[src/rtl/spi_target.sv]
// spi_target: SPI target (slave) byte engine.
// Samples an external controller's sck/cs_n/mosi into the clk_i domain and supports all
// four CPOL/CPHA modes with MSB- or LSB-first ordering. Bytes move to and from local logic
// over valid/ready handshakes.
// Optional feature: define SPI_TARGET_OVERRUN_EN to drop bytes that arrive while the previous
// RX byte is still unclaimed and to raise a sticky overrun_o. Without it, new bytes overwrite.
module spi_target #(
  parameter int unsigned SYNC_STAGES  = 2,
  parameter logic [7:0]  DEFAULT_FILL = 8'hFF
) (
  input  logic       clk_i,
  input  logic       rst_ni,
  input  logic       en_i,
  input  logic       pol_i,
  input  logic       pha_i,
  input  logic       lsb_first_i,
  input  logic       sck_i,
  input  logic       cs_ni,
  input  logic       mosi_i,
  output logic       miso_o,
  input  logic [7:0] tx_data_i,
  input  logic       tx_valid_i,
  output logic       tx_ready_o,
  output logic [7:0] rx_data_o,
  output logic       rx_valid_o,
  input  logic       rx_ready_i,
  output logic       busy_o,
  output logic       overrun_o
);

  typedef enum logic {StIdle, StActive} state_e;

  logic [SYNC_STAGES-1:0] r_sck_sync;
  logic [SYNC_STAGES-1:0] r_cs_sync;
  logic [SYNC_STAGES-1:0] r_mosi_sync;
  logic                   r_sck_prev;

  state_e     r_state;
  state_e     w_state_d;
  logic [2:0] r_cnt;
  logic [7:0] r_rx_shift;
  logic [7:0] r_tx_byte;
  logic [7:0] r_tx_hold;
  logic       r_tx_full;
  logic       r_miso;
  logic [7:0] r_rx_data;
  logic       r_rx_valid;

  logic       w_sck;
  logic       w_cs_n;
  logic       w_mosi;
  logic       w_sck_edge;
  logic       w_lead;
  logic       w_trail;
  logic       w_go;
  logic       w_enter;
  logic       w_exit;
  logic       w_run;
  logic       w_do_sample;
  logic       w_do_shift;
  logic       w_byte_done;
  logic       w_load;
  logic [7:0] w_load_byte;
  logic [2:0] w_idx;
  logic [2:0] w_first_idx;
  logic [7:0] w_rx_next;

  // Pin synchronizers; cs_n presets high so the block starts deselected.
  always_ff @(posedge clk_i or negedge rst_ni) begin
    if (!rst_ni) begin
      r_sck_sync  <= '0;
      r_cs_sync   <= '1;
      r_mosi_sync <= '0;
      r_sck_prev  <= 1'b0;
    end else begin
      r_sck_sync  <= {r_sck_sync[SYNC_STAGES-2:0], sck_i};
      r_cs_sync   <= {r_cs_sync[SYNC_STAGES-2:0], cs_ni};
      r_mosi_sync <= {r_mosi_sync[SYNC_STAGES-2:0], mosi_i};
      r_sck_prev  <= w_sck;
    end
  end

  assign w_sck  = r_sck_sync[SYNC_STAGES-1];
  assign w_cs_n = r_cs_sync[SYNC_STAGES-1];
  assign w_mosi = r_mosi_sync[SYNC_STAGES-1];

  // Leading edge leaves the idle level, trailing edge returns to it.
  assign w_sck_edge = w_sck ^ r_sck_prev;
  assign w_lead     = w_sck_edge & (r_sck_prev == pol_i);
  assign w_trail    = w_sck_edge & (w_sck == pol_i);

  assign w_go  = ~w_cs_n & en_i;
  assign w_run = (r_state == StActive) & w_go;

  assign w_do_sample = w_run & (pha_i ? w_trail : w_lead);
  assign w_do_shift  = w_run & (pha_i ? w_lead : w_trail);
  assign w_byte_done = w_do_sample & (r_cnt == 3'd7);
  assign w_load      = w_enter | w_byte_done;
  assign w_load_byte = r_tx_full ? r_tx_hold : DEFAULT_FILL;

  // cnt is a transfer-order index; map it to a physical bit position.
  assign w_idx       = lsb_first_i ? r_cnt : (3'd7 - r_cnt);
  assign w_first_idx = lsb_first_i ? 3'd0 : 3'd7;

  // Next-state decode for the idle/active FSM.
  always_comb begin
    w_state_d = r_state;
    w_enter   = 1'b0;
    w_exit    = 1'b0;
    unique case (r_state)
      StIdle: begin
        if (w_go) begin
          w_state_d = StActive;
          w_enter   = 1'b1;
        end
      end
      StActive: begin
        if (!w_go) begin
          w_state_d = StIdle;
          w_exit    = 1'b1;
        end
      end
      default: w_state_d = StIdle;
    endcase
  end

  // FSM state register.
  always_ff @(posedge clk_i or negedge rst_ni) begin
    if (!rst_ni) r_state <= StIdle;
    else         r_state <= w_state_d;
  end

  // RX shift contents including the bit being sampled this cycle.
  always_comb begin
    w_rx_next        = r_rx_shift;
    w_rx_next[w_idx] = w_mosi;
  end

  // Bit counter and RX shift register; any exit discards a partial byte.
  always_ff @(posedge clk_i or negedge rst_ni) begin
    if (!rst_ni) begin
      r_cnt      <= 3'd0;
      r_rx_shift <= 8'h00;
    end else if (w_enter || w_exit) begin
      r_cnt      <= 3'd0;
      r_rx_shift <= 8'h00;
    end else if (w_do_sample) begin
      r_cnt      <= r_cnt + 3'd1;
      r_rx_shift <= w_rx_next;
    end
  end

  // TX holding register and active TX byte; a load consumes the held byte.
  always_ff @(posedge clk_i or negedge rst_ni) begin
    if (!rst_ni) begin
      r_tx_byte <= 8'h00;
      r_tx_hold <= 8'h00;
      r_tx_full <= 1'b0;
    end else begin
      if (w_load) begin
        r_tx_byte <= w_load_byte;
        if (r_tx_full) r_tx_full <= 1'b0;
      end
      // No bypass: a capture in a load cycle is held for the following byte.
      if (tx_valid_i && tx_ready_o) begin
        r_tx_hold <= tx_data_i;
        r_tx_full <= 1'b1;
      end
    end
  end

  // MISO driver: first bit presented on entry in CPHA=0, then one bit per shift edge.
  always_ff @(posedge clk_i or negedge rst_ni) begin
    if (!rst_ni) begin
      r_miso <= 1'b0;
    end else if (w_exit) begin
      r_miso <= 1'b0;
    end else if (w_enter && !pha_i) begin
      r_miso <= w_load_byte[w_first_idx];
    end else if (w_do_shift) begin
      r_miso <= r_tx_byte[w_idx];
    end
  end

  // RX output handshake; completion wins over a same-cycle accept.
  always_ff @(posedge clk_i or negedge rst_ni) begin
    if (!rst_ni) begin
      r_rx_data  <= 8'h00;
      r_rx_valid <= 1'b0;
    end else if (w_byte_done) begin
`ifdef SPI_TARGET_OVERRUN_EN
      if (!r_rx_valid || rx_ready_i) begin
        r_rx_data  <= w_rx_next;
        r_rx_valid <= 1'b1;
      end
`else
      r_rx_data  <= w_rx_next;
      r_rx_valid <= 1'b1;
`endif
    end else if (r_rx_valid && rx_ready_i) begin
      r_rx_valid <= 1'b0;
    end
  end

`ifdef SPI_TARGET_OVERRUN_EN
  logic r_overrun;

  // Sticky overrun: a byte finished while the previous one was still unclaimed.
  always_ff @(posedge clk_i or negedge rst_ni) begin
    if (!rst_ni) begin
      r_overrun <= 1'b0;
    end else if (!en_i) begin
      r_overrun <= 1'b0;
    end else if (w_byte_done && r_rx_valid && !rx_ready_i) begin
      r_overrun <= 1'b1;
    end
  end

  assign overrun_o = r_overrun;
`else
  assign overrun_o = 1'b0;
`endif

  assign miso_o     = r_miso;
  assign tx_ready_o = ~r_tx_full;
  assign rx_data_o  = r_rx_data;
  assign rx_valid_o = r_rx_valid;
  assign busy_o     = (r_state == StActive);

endmodule

[config.mk]
export PLATFORM = sky130hd
export DESIGN_NAME = spi_target
export DESIGN_NICKNAME = d
export VERILOG_FILES = /design/src/rtl/spi_target.sv
export SDC_FILE = /design/constraint.sdc
export NUM_CORES = 1
export LEC_CHECK = 0
export CORE_ASPECT_RATIO = 1.4
export CORE_MARGIN = 5
export CORE_UTILIZATION = 50
export DETAILED_ROUTE_END_ITERATION = 12
export HOLD_SLACK_MARGIN = 0.12
export PLACE_DENSITY = 0.73
export SLEW_MARGIN = 15
export SYNTH_ARGS = -nofsm -noshare
export SYNTH_HDL_FRONTEND = slang
export SYNTH_SLANG_ARGS = --single-unit
[constraint.sdc]
create_clock -name clk_i -period 3.4 [get_ports clk_i]
set_clock_uncertainty 0.2 [all_clocks]
set_input_delay 0.51 -clock clk_i [delete_from_list [all_inputs] [get_ports clk_i]]
set_output_delay 0.51 -clock clk_i [all_outputs]
set_load 0.05 [all_outputs]
==> qor.tcl <==
set qor(status) {finished clean}
set qor(synth_xor_area_share_pct) 1.02
set qor(maxCapViolCount) 0
set qor(io-pin-count) 32
set qor(h-tree-depth) 2
set qor(routabilityCongestion) 0.823
set qor(finalNonFillerCells) 331
set qor(core-area_um2) 4800
set qor(route.detailed.wl_per_inst_um) 14.5
set qor(timing.critical_path.to_type) {flop}
set qor(global_route_wire_length_before_repair_mm) 7.99
set qor(syn-instance-count) 244
set qor(ir_worst_vdd_uv) 293
set qor(cp-start-kind) {input pin}
set qor(totalWireLength_mm) 4.79
set qor(first_global_vias) 1795
set qor(grt_overflow_total) 0
set qor(number_of_sinks_driven_by_the_clock_tree) 46
set qor(die_height_um) 93.0
set qor(synth_sequential_area_ratio_pct) 46.9
set qor(yosys.area_share.simple_pct) 16.9
set qor(mostFrequentLayoutCell) {dfrtp_1}
set qor(global_route.usage.total_pct) 15.3
set qor(tritoncts) {done}
set qor(avgSynthCellArea_um2) 10.1
set qor(finalNetCount) 290
set qor(synth_enable_flop_cells) 0
set qor(numPlacedInstances) 322
set qor(max_slew_margin_pct) 43.7
set qor(tightestPinTransition_ns) 0.843
set qor(synth_compound_gate_area_share_pct) 15.0
set qor(timing.setup.tns_ns) 0
set qor(yosys-mux-area-fraction_pct) 10.7
set qor(maxSlewViolCount) 0
set qor(nFillCells) 440
set qor(cts_post_setup_buffers_inserted) 0
set qor(holdBufCountCts) 0
set qor(utilization_pct) 59.8
set qor(clk_transition_reported_paths_ns) 0.08
set qor(diodes) 0
set qor(mappedNetlistArea_um2) 2460
set qor(synth.net_count) 268
set qor(hp-class) {reg -> reg}
set qor(detail_route.first_pass.iterations) 4
set qor(final_min_period_over_clock_period_pct) 76.9
set qor(cts_repair_resize_count) 0
set qor(synthToLayoutAreaGrowth_pct) 16.8
set qor(clkLatencyLatePin_ns) 0.29
set qor(tritoncts.num_buffers) 5
set qor(core.rowCount) 30
set qor(adder_cell_share_of_the_synthesized_area_pct) 2.54
set qor(critical_path_peak_fanout) 10
set qor(synth_cell_types) 46
set qor(initialDrtViolationCount) 60
set qor(synthesis.yosys.warnings) 0
set qor(die_width_um) 69.3
set qor(count_of_vias_placed_by_the_detailed_router) 1812
set qor(fmax_mhz) 383
set qor(avgViaCountPerCell) 5.47
set qor(grt_setup_unrepaired) {false}
set qor(critical_path_class) {in -> reg}
set qor(ant_nets) 0
set qor(timing.critical_path.arrival_ns) 2.59
set qor(clock_tree.buffer_depth) 2
set qor(dieArea_um2) 6450
set qor(mostFrequentLayoutCells) {dfrtp_1 (44), clkdlybuf4s50_1 (29), nor2b_1 (20)}
set qor(initial_core_util_pct) 51.2
set qor(synth_top_family_by_area) {simple AND/OR/NAND/NOR gates}
set qor(yosys_most_used_dff) {dfrtp_1}
set qor(finalCriticalPeriod_ns) 2.61
set qor(setup-violations-final) 0
set qor(power_density_nw_per_um2) 446
set qor(register_bit_total_from_synthesis) 46
set qor(hold_viol) 0
set qor(port_buffers) 30
set qor(layout-drive-gt1-share_pct) 11.6
set qor(largest_net_degree_at_the_start_of_global_routing) 47
set qor(leakagePower_nw) 1.24
set qor(cp.required_ns) 3.38
set qor(drc) 0
set qor(place_hpwl_mm) 3.41
set qor(antenna_violations_before_repair) 0
set qor(async_reset_ff_share_pct) 100
set qor(cts_root_buf) {clkbuf_8}
set qor(hold_slack_ns) 0.157
## state kept, by name (all words and copies together), names as in the netlist
name         cells
r_sck_sync       2
r_rx_shift       8
busy_o           1
r_cnt            3
r_tx_byte        8
rx_data_o        8
r_tx_hold        8
r_cs_sync        2
r_mosi_sync      2
rx_valid_o       1
miso_o           1
r_tx_full        1
r_sck_prev       1
## through the flow
stage	setup slack, ns	power (W)	area (um2)
5_1_grt	0.648	0.00136	2870
6_report	0.786	0.00128	2870
4_1_cts	0.771	0.00129	2860
3_3_place_gp	0.516	0.000965	2780
2_1_floorplan	1.23	0.000887	2460
3_5_place_dp	0.471	0.000974	2780
## path summary, 6_finish.rpt
| path | startpoint | slack [ns] | to | depth (start not counted) |
|---|---|---|---|---|
| max in group asynchronous | rst_ni | 2.07 | r_rx_shift[4]$_DFFE_PN0P_ | 2 |
| worst max-delay path | pha_i | 0.79 | rx_data_o[2]$_DFFE_PN0P_ | 6 |
| min in group asynchronous | rst_ni | 0.54 | r_cnt[0]$_DFFE_PN0P_ | 2 |
| worst max register to register | r_cnt[1]$_DFFE_PN0P_ | 0.95 | rx_data_o[2]$_DFFE_PN0P_ | 5 |
| worst min register to register | r_sck_sync[0]$_DFF_PN0_ | 0.16 | r_sck_sync[1]$_DFF_PN0_ | 0 |
| worst min-delay path | r_sck_sync[0]$_DFF_PN0_ | 0.16 | r_sck_sync[1]$_DFF_PN0_ | 0 |
## area by class of cell
class	count	area (um2)	share of cell area [%]
timing repair buffer	36	358	12.5
clock inverter	2	10.0	0.348
tap	64	80.1	2.79
sequential	46	1150	40.1
clock buffer	6	72.6	2.53
multi-input combinational	161	1140	39.7
inverter	16	60.1	2.09
## critical path, cell delays in order
cell             delay (ns)
clkdlybuf4s50_1        0.53
xor2_2                 0.20
mux2i_1                0.37
and3_1                 0.46
buf_12                 0.19
mux2_2                 0.33
## power by group
part / internal, W / switching (W) / leakage (nW)
Combinational: 0.000119 / 0.000146 / 0.616
Sequential: 0.000638 / 0.0000604 / 0.578
Clock: 0.000143 / 0.000176 / 0.0450
## routing by layer
| layer | part of all wire, % | wire length (um) | track usage [%] | vias to the layer above |
|---|---|---|---|---|
| met5 | 0 | 0 | 0 | - |
| met4 | 1.8 | 87 | 5.37 | 0 |
| met3 | 4.1 | 196 | 3.44 | 10 |
| met2 | 53 | 2530 | 28.8 | 38 |
| met1 | 41 | 1980 | 16.7 | 861 |
| li1 | - | - | - | 903 |
## kinds of logic after synthesis
| family | count (synthesis) |
|---|---|
| and+or+nand+nor | 73 |
| adders and majority gates | 5 |
| DFF | 46 |
| other | 1 |
| muxes | 25 |
| buffers and inverters | 37 |
| AOI/OAI and AO/OA | 55 |
| xor gates and xnor gates | 2 |
## Yosys cell counts (all sizes together), types with 3 or more instances
library cell | instances | area share, %
nand2 | 10 | 1.5
a31oi | 11 | 2.8
buf | 12 | 3.0
nor4b | 3 | 1.1
mux2i | 15 | 6.1
nor2 | 9 | 1.4
inv | 16 | 2.4
nor3 | 13 | 2.6
nand2b | 3 | 0.76
mux2 | 10 | 4.6
o221a | 4 | 1.8
o21ai | 13 | 2.6
dfrtp | 44 | 45
clkbuf | 9 | 1.4
o22a | 3 | 1.1
ha | 5 | 2.5
nor2b | 20 | 5.1
a21oi | 12 | 2.4
No activity file was read; power rests on OpenSTA's default activity.
